File: src/rtl/rx_comma_align.sv
// Receive-path comma aligner: searches all ten bit offsets of the deserialized
// stream for K28.5, locks after repeated agreement and emits aligned symbols.
module rx_comma_align #(
    parameter int LOCK_CNT = 4,
    parameter int LOSS_CNT = 4
) (
    input  logic       clk,
    input  logic       rst_n,
    input  logic       rx_valid,
    input  logic [9:0] rx_data,
    input  logic       realign,
    output logic       aligned_valid,
    output logic [9:0] aligned_data,
    output logic       comma_det,
    output logic       aligned,
    output logic [3:0] offset
);
    // state  | meaning
    // HUNT   | no candidate; waiting for any K28.5
    // VERIFY | counting consecutive K28.5 at offset cand
    // LOCKED | boundary fixed at offset; emitting symbols
    typedef enum logic [1:0] {HUNT, VERIFY, LOCKED} state_t;

    localparam logic [9:0] K28_5_NEG = 10'b0011111010;
    localparam logic [9:0] K28_5_POS = 10'b1100000101;
    localparam logic [3:0] LOCK_TC   = 4'(LOCK_CNT);
    localparam logic [3:0] LOSS_TC   = 4'(LOSS_CNT);

    state_t      state;
    state_t      nxt_state;
    logic [9:0]  prev;
    logic [3:0]  cnt;
    logic [3:0]  miscnt;
    logic [3:0]  cand;
    logic [3:0]  nxt_cnt;
    logic [3:0]  nxt_miscnt;
    logic [3:0]  nxt_cand;
    logic [3:0]  nxt_offset;
    logic [3:0]  cnt_inc;
    logic [3:0]  miscnt_inc;
    logic [18:0] window;
    logic [9:0]  cands [16];
    logic [15:0] hit;
    logic        any_hit;
    logic [3:0]  first_hit;
    logic        emit;

    // rx_data[0] only ever lands in prev, so it never reaches a candidate
    assign window = {prev, rx_data[9:1]};

    for (genvar g = 0; g < 16; g++) begin : g_cand
        if (g < 10) begin : g_live
            assign cands[g] = window[18-g -: 10];
            assign hit[g]   = (cands[g] == K28_5_NEG) || (cands[g] == K28_5_POS);
        end else begin : g_pad
            assign cands[g] = '0;
            assign hit[g]   = 1'b0;
        end
    end

    always_comb begin
        first_hit = '0;
        for (int o = 9; o >= 0; o--) begin
            if (hit[o]) first_hit = 4'(o);
        end
    end

    assign any_hit    = |hit;
    assign cnt_inc    = (cnt == 4'd15) ? cnt : cnt + 4'd1;
    assign miscnt_inc = (miscnt == 4'd15) ? miscnt : miscnt + 4'd1;

    always_comb begin
        nxt_state  = state;
        nxt_cnt    = cnt;
        nxt_miscnt = miscnt;
        nxt_cand   = cand;
        nxt_offset = offset;
        if (realign) begin
            nxt_state  = HUNT;
            nxt_cnt    = '0;
            nxt_miscnt = '0;
        end else if (rx_valid) begin
            case (state)
                HUNT: begin
                    if (any_hit) begin
                        nxt_cand = first_hit;
                        nxt_cnt  = 4'd1;
                        if (LOCK_TC <= 4'd1) begin
                            nxt_state  = LOCKED;
                            nxt_offset = first_hit;
                            nxt_miscnt = '0;
                        end else begin
                            nxt_state = VERIFY;
                        end
                    end
                end
                VERIFY: begin
                    if (hit[cand]) begin
                        nxt_cnt = cnt_inc;
                        if (cnt_inc >= LOCK_TC) begin
                            nxt_state  = LOCKED;
                            nxt_offset = cand;
                            nxt_miscnt = '0;
                        end
                    end else if (any_hit) begin
                        nxt_cand = first_hit;
                        nxt_cnt  = 4'd1;
                    end else begin
                        nxt_state = HUNT;
                        nxt_cnt   = '0;
                    end
                end
                LOCKED: begin
                    if (hit[offset]) begin
                        nxt_miscnt = '0;
                    end else if (any_hit) begin
                        nxt_miscnt = miscnt_inc;
                        // the comma that breaks lock is not reused as a candidate
                        if (miscnt_inc >= LOSS_TC) begin
                            nxt_state  = HUNT;
                            nxt_cnt    = '0;
                            nxt_miscnt = '0;
                        end
                    end
                end
                default: begin
                    nxt_state = HUNT;
                    nxt_cnt   = '0;
                end
            endcase
        end
    end

    assign emit = rx_valid && !realign && (nxt_state == LOCKED);

    always_ff @(posedge clk) begin
        if (!rst_n) begin
            state         <= HUNT;
            prev          <= '0;
            cnt           <= '0;
            miscnt        <= '0;
            cand          <= '0;
            offset        <= '0;
            aligned       <= 1'b0;
            aligned_valid <= 1'b0;
            aligned_data  <= '0;
            comma_det     <= 1'b0;
        end else begin
            state         <= nxt_state;
            cnt           <= nxt_cnt;
            miscnt        <= nxt_miscnt;
            cand          <= nxt_cand;
            offset        <= nxt_offset;
            aligned       <= (nxt_state == LOCKED);
            aligned_valid <= emit;
            comma_det     <= emit && hit[nxt_offset];
            if (rx_valid) prev <= rx_data;
            if (emit) aligned_data <= cands[nxt_offset];
        end
    end
endmodule

File: config.mk
export PLATFORM = sky130hd
export DESIGN_NAME = rx_comma_align
export DESIGN_NICKNAME = d
export VERILOG_FILES = /design/src/rtl/rx_comma_align.sv
export SDC_FILE = /design/constraint.sdc
export NUM_CORES = 1
export LEC_CHECK = 0
export ABC_AREA = 1
export CAP_MARGIN = 20
export CORE_MARGIN = 3
export CORE_UTILIZATION = 60
export CTS_BUF_LIST = sky130_fd_sc_hd__clkbuf_4
export CTS_CLUSTER_SIZE = 28
export DETAILED_ROUTE_END_ITERATION = 10
export GPL_ROUTABILITY_DRIVEN = 0
export GPL_TIMING_DRIVEN = 1
export HOLD_SLACK_MARGIN = 0.1
export PLACE_DENSITY = 0.78
export SYNTH_ARGS = -nofsm -noshare
export SYNTH_HDL_FRONTEND = slang
export SYNTH_SLANG_ARGS = --single-unit
File: constraint.sdc
create_clock -name clk -period 3.01 [get_ports clk]
set_clock_uncertainty 0.05 [all_clocks]
set_input_delay 0.602 -clock clk [delete_from_list [all_inputs] [get_ports clk]]
set_output_delay 0.602 -clock clk [all_outputs]
set_load 0.005 [all_outputs]
==> run metrics <==
Die Width just over 80 µm; P_sw around 0.37 mW; CP startpoint rx_data[2]; minimum clock period 2874 ps; count leader, synth nand2_1; max_cap viols 0; initial antenna violation count 0; reg2reg start prev[4]; Storage cell area between 800 and 900 µm²; outcome finished clean; Switching Share a little under a third; Fmax achieved around 0.35 GHz; Hold WC Path Type reg -> reg; Layout fillers around 450; Synth cell types 39; DR DRC count 0; I/O pin count 31; maximum VDD drop 200.2 µV; leakage dissipation about 2.2 nW; Clk Latency, worst-skew pair approximately 360 ps; worst hold endpoint miscnt[2]; CTS Root Cell clkbuf_4; DP Area between 4000 and 5000 µm²; TNS Setup 0 ps; CORE AREA about 5600 µm²; CTS Buffer Depth 2; yosys warns 0; measured slew at the worst slew-check pin around 430 ps; Logic pwr share a little over a fifth; FF+latch count, synth about 40; clock sinks between 40 and 50; syn nets 628; endpoints failing setup 0; Pwr Density approximately 270 nW/µm²; first-pass GRT wire length between 15000 and 20000 µm; Seq/Total Area, Yosys between 20% and 30%; worst r2r path cells 16; slowest CP cell clkdlybuf4s50_1; Final Cell Area between 4000 and 5000 µm²; vias per cell 5.842; DR pass1 iterations 6; Arrival @ worst endpoint about 3100 ps; CTS tree done; Slew Viols, Final 0; Synth async-reset ratio 0%; Synth-to-Final Area Change 27.59%; WL/cell about 15 µm; Post-synth top cells 155 x nand2_1, 98 x nand3_1, 74 x nor2_1; Rows 27; CP cell instances clkdlybuf4s50_1 -> inv_1 -> nor4_2 -> nand3b_1 -> nand3_1 -> nand3_1 -> nand2_2 -> nand4_2 -> nand2_2 -> buf_12 -> nand3_2 -> buf_4 -> a21oi_1 -> nor2_1 -> a21oi_1; Clock Power Share between 30 and 40%; final core utilization 80.73%; slew margin rel. between 70% and 80%; hold buffers post-CTS 0; average size of a mapped cell about 5.8 µm²; reg-to-reg endpoint aligned_data[6]; n_diodes 0; Port Buffer Count 30; Starting Density 63.27%; Hold Slack 441.2 ps; Die Area between 6000 and 7000 µm²; crit-path max FO 12; maximum level of the CTS H-tree 2; vias post-DR 4510; GRT overflow 0; vias in the first global route between 4000 and 5000; Nets about 720; FF-to-FF setup slack approximately 280 ps; CP Capture Type flip-flop; Netlist Area Pre-Place 3570 µm²; crit share post-route 95.47%; Largest stage delay, worst path 490 ps; largest net degree at the start of global routing 22; number of flops mapped to enable cells by yosys 0; dominant cells by area after synthesis dfxtp_1 23%, nand2_1 16%, nand3_1 14%; antenna viol nets, final 0; First DRT Iteration DRCs roughly 650; hold depth 2; clock slew at reported path FFs between 100 and 150 ps; layout cells sized above 1 about a fifth; Fin. Hold Viols 0; Critical Path RT 3250 ps; Cells after Synth about 600; Multi-input gate area between 2000 and 2500 µm²; drt total wl about 11000 µm; nature of the critical path startpoint primary input; share of the synthesized area in the top cell type 22.99%; dominant cell type by area after synthesis dfxtp_1; worst min-delay path startpoint miscnt[2]; design internal power 0.8594 mW; die height 83.13 µm; top_reg_cell synth dfxtp_1; CTS Buf Count 5; GRT Total Usage 33.18%; post-detail-place hpwl between 8000 and 9000 µm; register share of total power 48.6%; crit path kind in -> reg
## critical path, delay by kind of cell
family	cells	cell delay, ps
buffers and inverters	4	870
and+or+nand+nor	9	1260
AOI/OAI and AO/OA	2	360
## metal layers
layer	GRT usage, %	routed length [µm]	vias up
li1	-	-	2159
met1	42.53	4689	2005
met2	54.66	5103	291
met3	5.952	1162	55
met4	13.82	422	0
met5	0	0	-
## placed cells by master (no fill, tap or decap), types with 3 or more instances in the layout
| cell | count |
|---|---|
| o211ai_1 | 4 |
| nand2_4 | 4 |
| buf_4 | 69 |
| clkinv_1 | 3 |
| a21oi_1 | 40 |
| dfxtp_2 | 4 |
| nor2_4 | 4 |
| dlymetal6s2s_1 | 7 |
| nor2_2 | 9 |
| inv_2 | 11 |
| inv_1 | 68 |
| o21ai_0 | 23 |
| dfxtp_1 | 37 |
| nand3_2 | 8 |
| buf_12 | 4 |
| clkdlybuf4s50_1 | 23 |
| nand4_1 | 4 |
| nand2_2 | 11 |
| nor3_1 | 5 |
| nand3_1 | 97 |
| nand2_1 | 154 |
| nor4_1 | 4 |
| nor2_1 | 69 |
| nand3b_1 | 3 |
| clkbuf_4 | 6 |
| a211oi_1 | 5 |
| a31oi_1 | 3 |
## final cells by class
cell class,count,share of cell area (%)
multi-input cells,467,51.37
well taps,72,1.978
flip-flops and latches,41,18.13
repair buffers,103,20.11
clock inverters,2,0.7418
clock buffers,6,0.9890
inverters,81,6.676
## registers in the layout, summed over array words and instances (netlist names), 2 cells and up
name and flops:
aligned_data 10, cand 4, cnt 4, miscnt 4
offset 4, prev 10, state 2
## worst max-delay path by stage
stage | to | slack (ps) | cells after the start
after floorplan | aligned_data[0] | 450 | 20
final | aligned_data[6] | 140 | 15
after global routing | aligned_data[0] | -20 | 18
after global placement | aligned_data[0] | -280 | 17
after detailed placement | aligned_data[1] | -330 | 18
after CTS | aligned_data[2] | 40 | 19
## kinds of logic after synthesis
group           after synthesis  synth area share (%)
compound gates               84                 13.56
flops                        41                 22.99
fa+ha+maj                     2                0.7009
simple gates                378                 49.39
xor+xnor                      2                0.4908
buf+inv                     105                 12.86
## timing repair
action	CTS	global route
setup buffers	0	1
gates resized for setup	0	26
endpoints found under the setup margin	0	24
## per-stage QoR
step	setup slack, ps	std cells	power [mW]
6_report	136.4	772	1.228
5_1_grt	-15.24	772	1.286
4_1_cts	38.15	770	1.227
3_5_place_dp	-330.1	762	0.8562
3_3_place_gp	-283.9	762	0.8494
2_1_floorplan	452.1	612	0.7437
## power by group through the flow
stage          Sequential (mW)  Clock (mW)  Combinational, mW
2_1_floorplan            0.587           0              0.156
3_3_place_gp             0.605           0              0.244
3_5_place_dp             0.605           0              0.251
4_1_cts                  0.594       0.380              0.253
5_1_grt                  0.599       0.398              0.289
6_report                 0.596       0.372              0.260
Note: power is estimated with default switching activity, not from simulation.
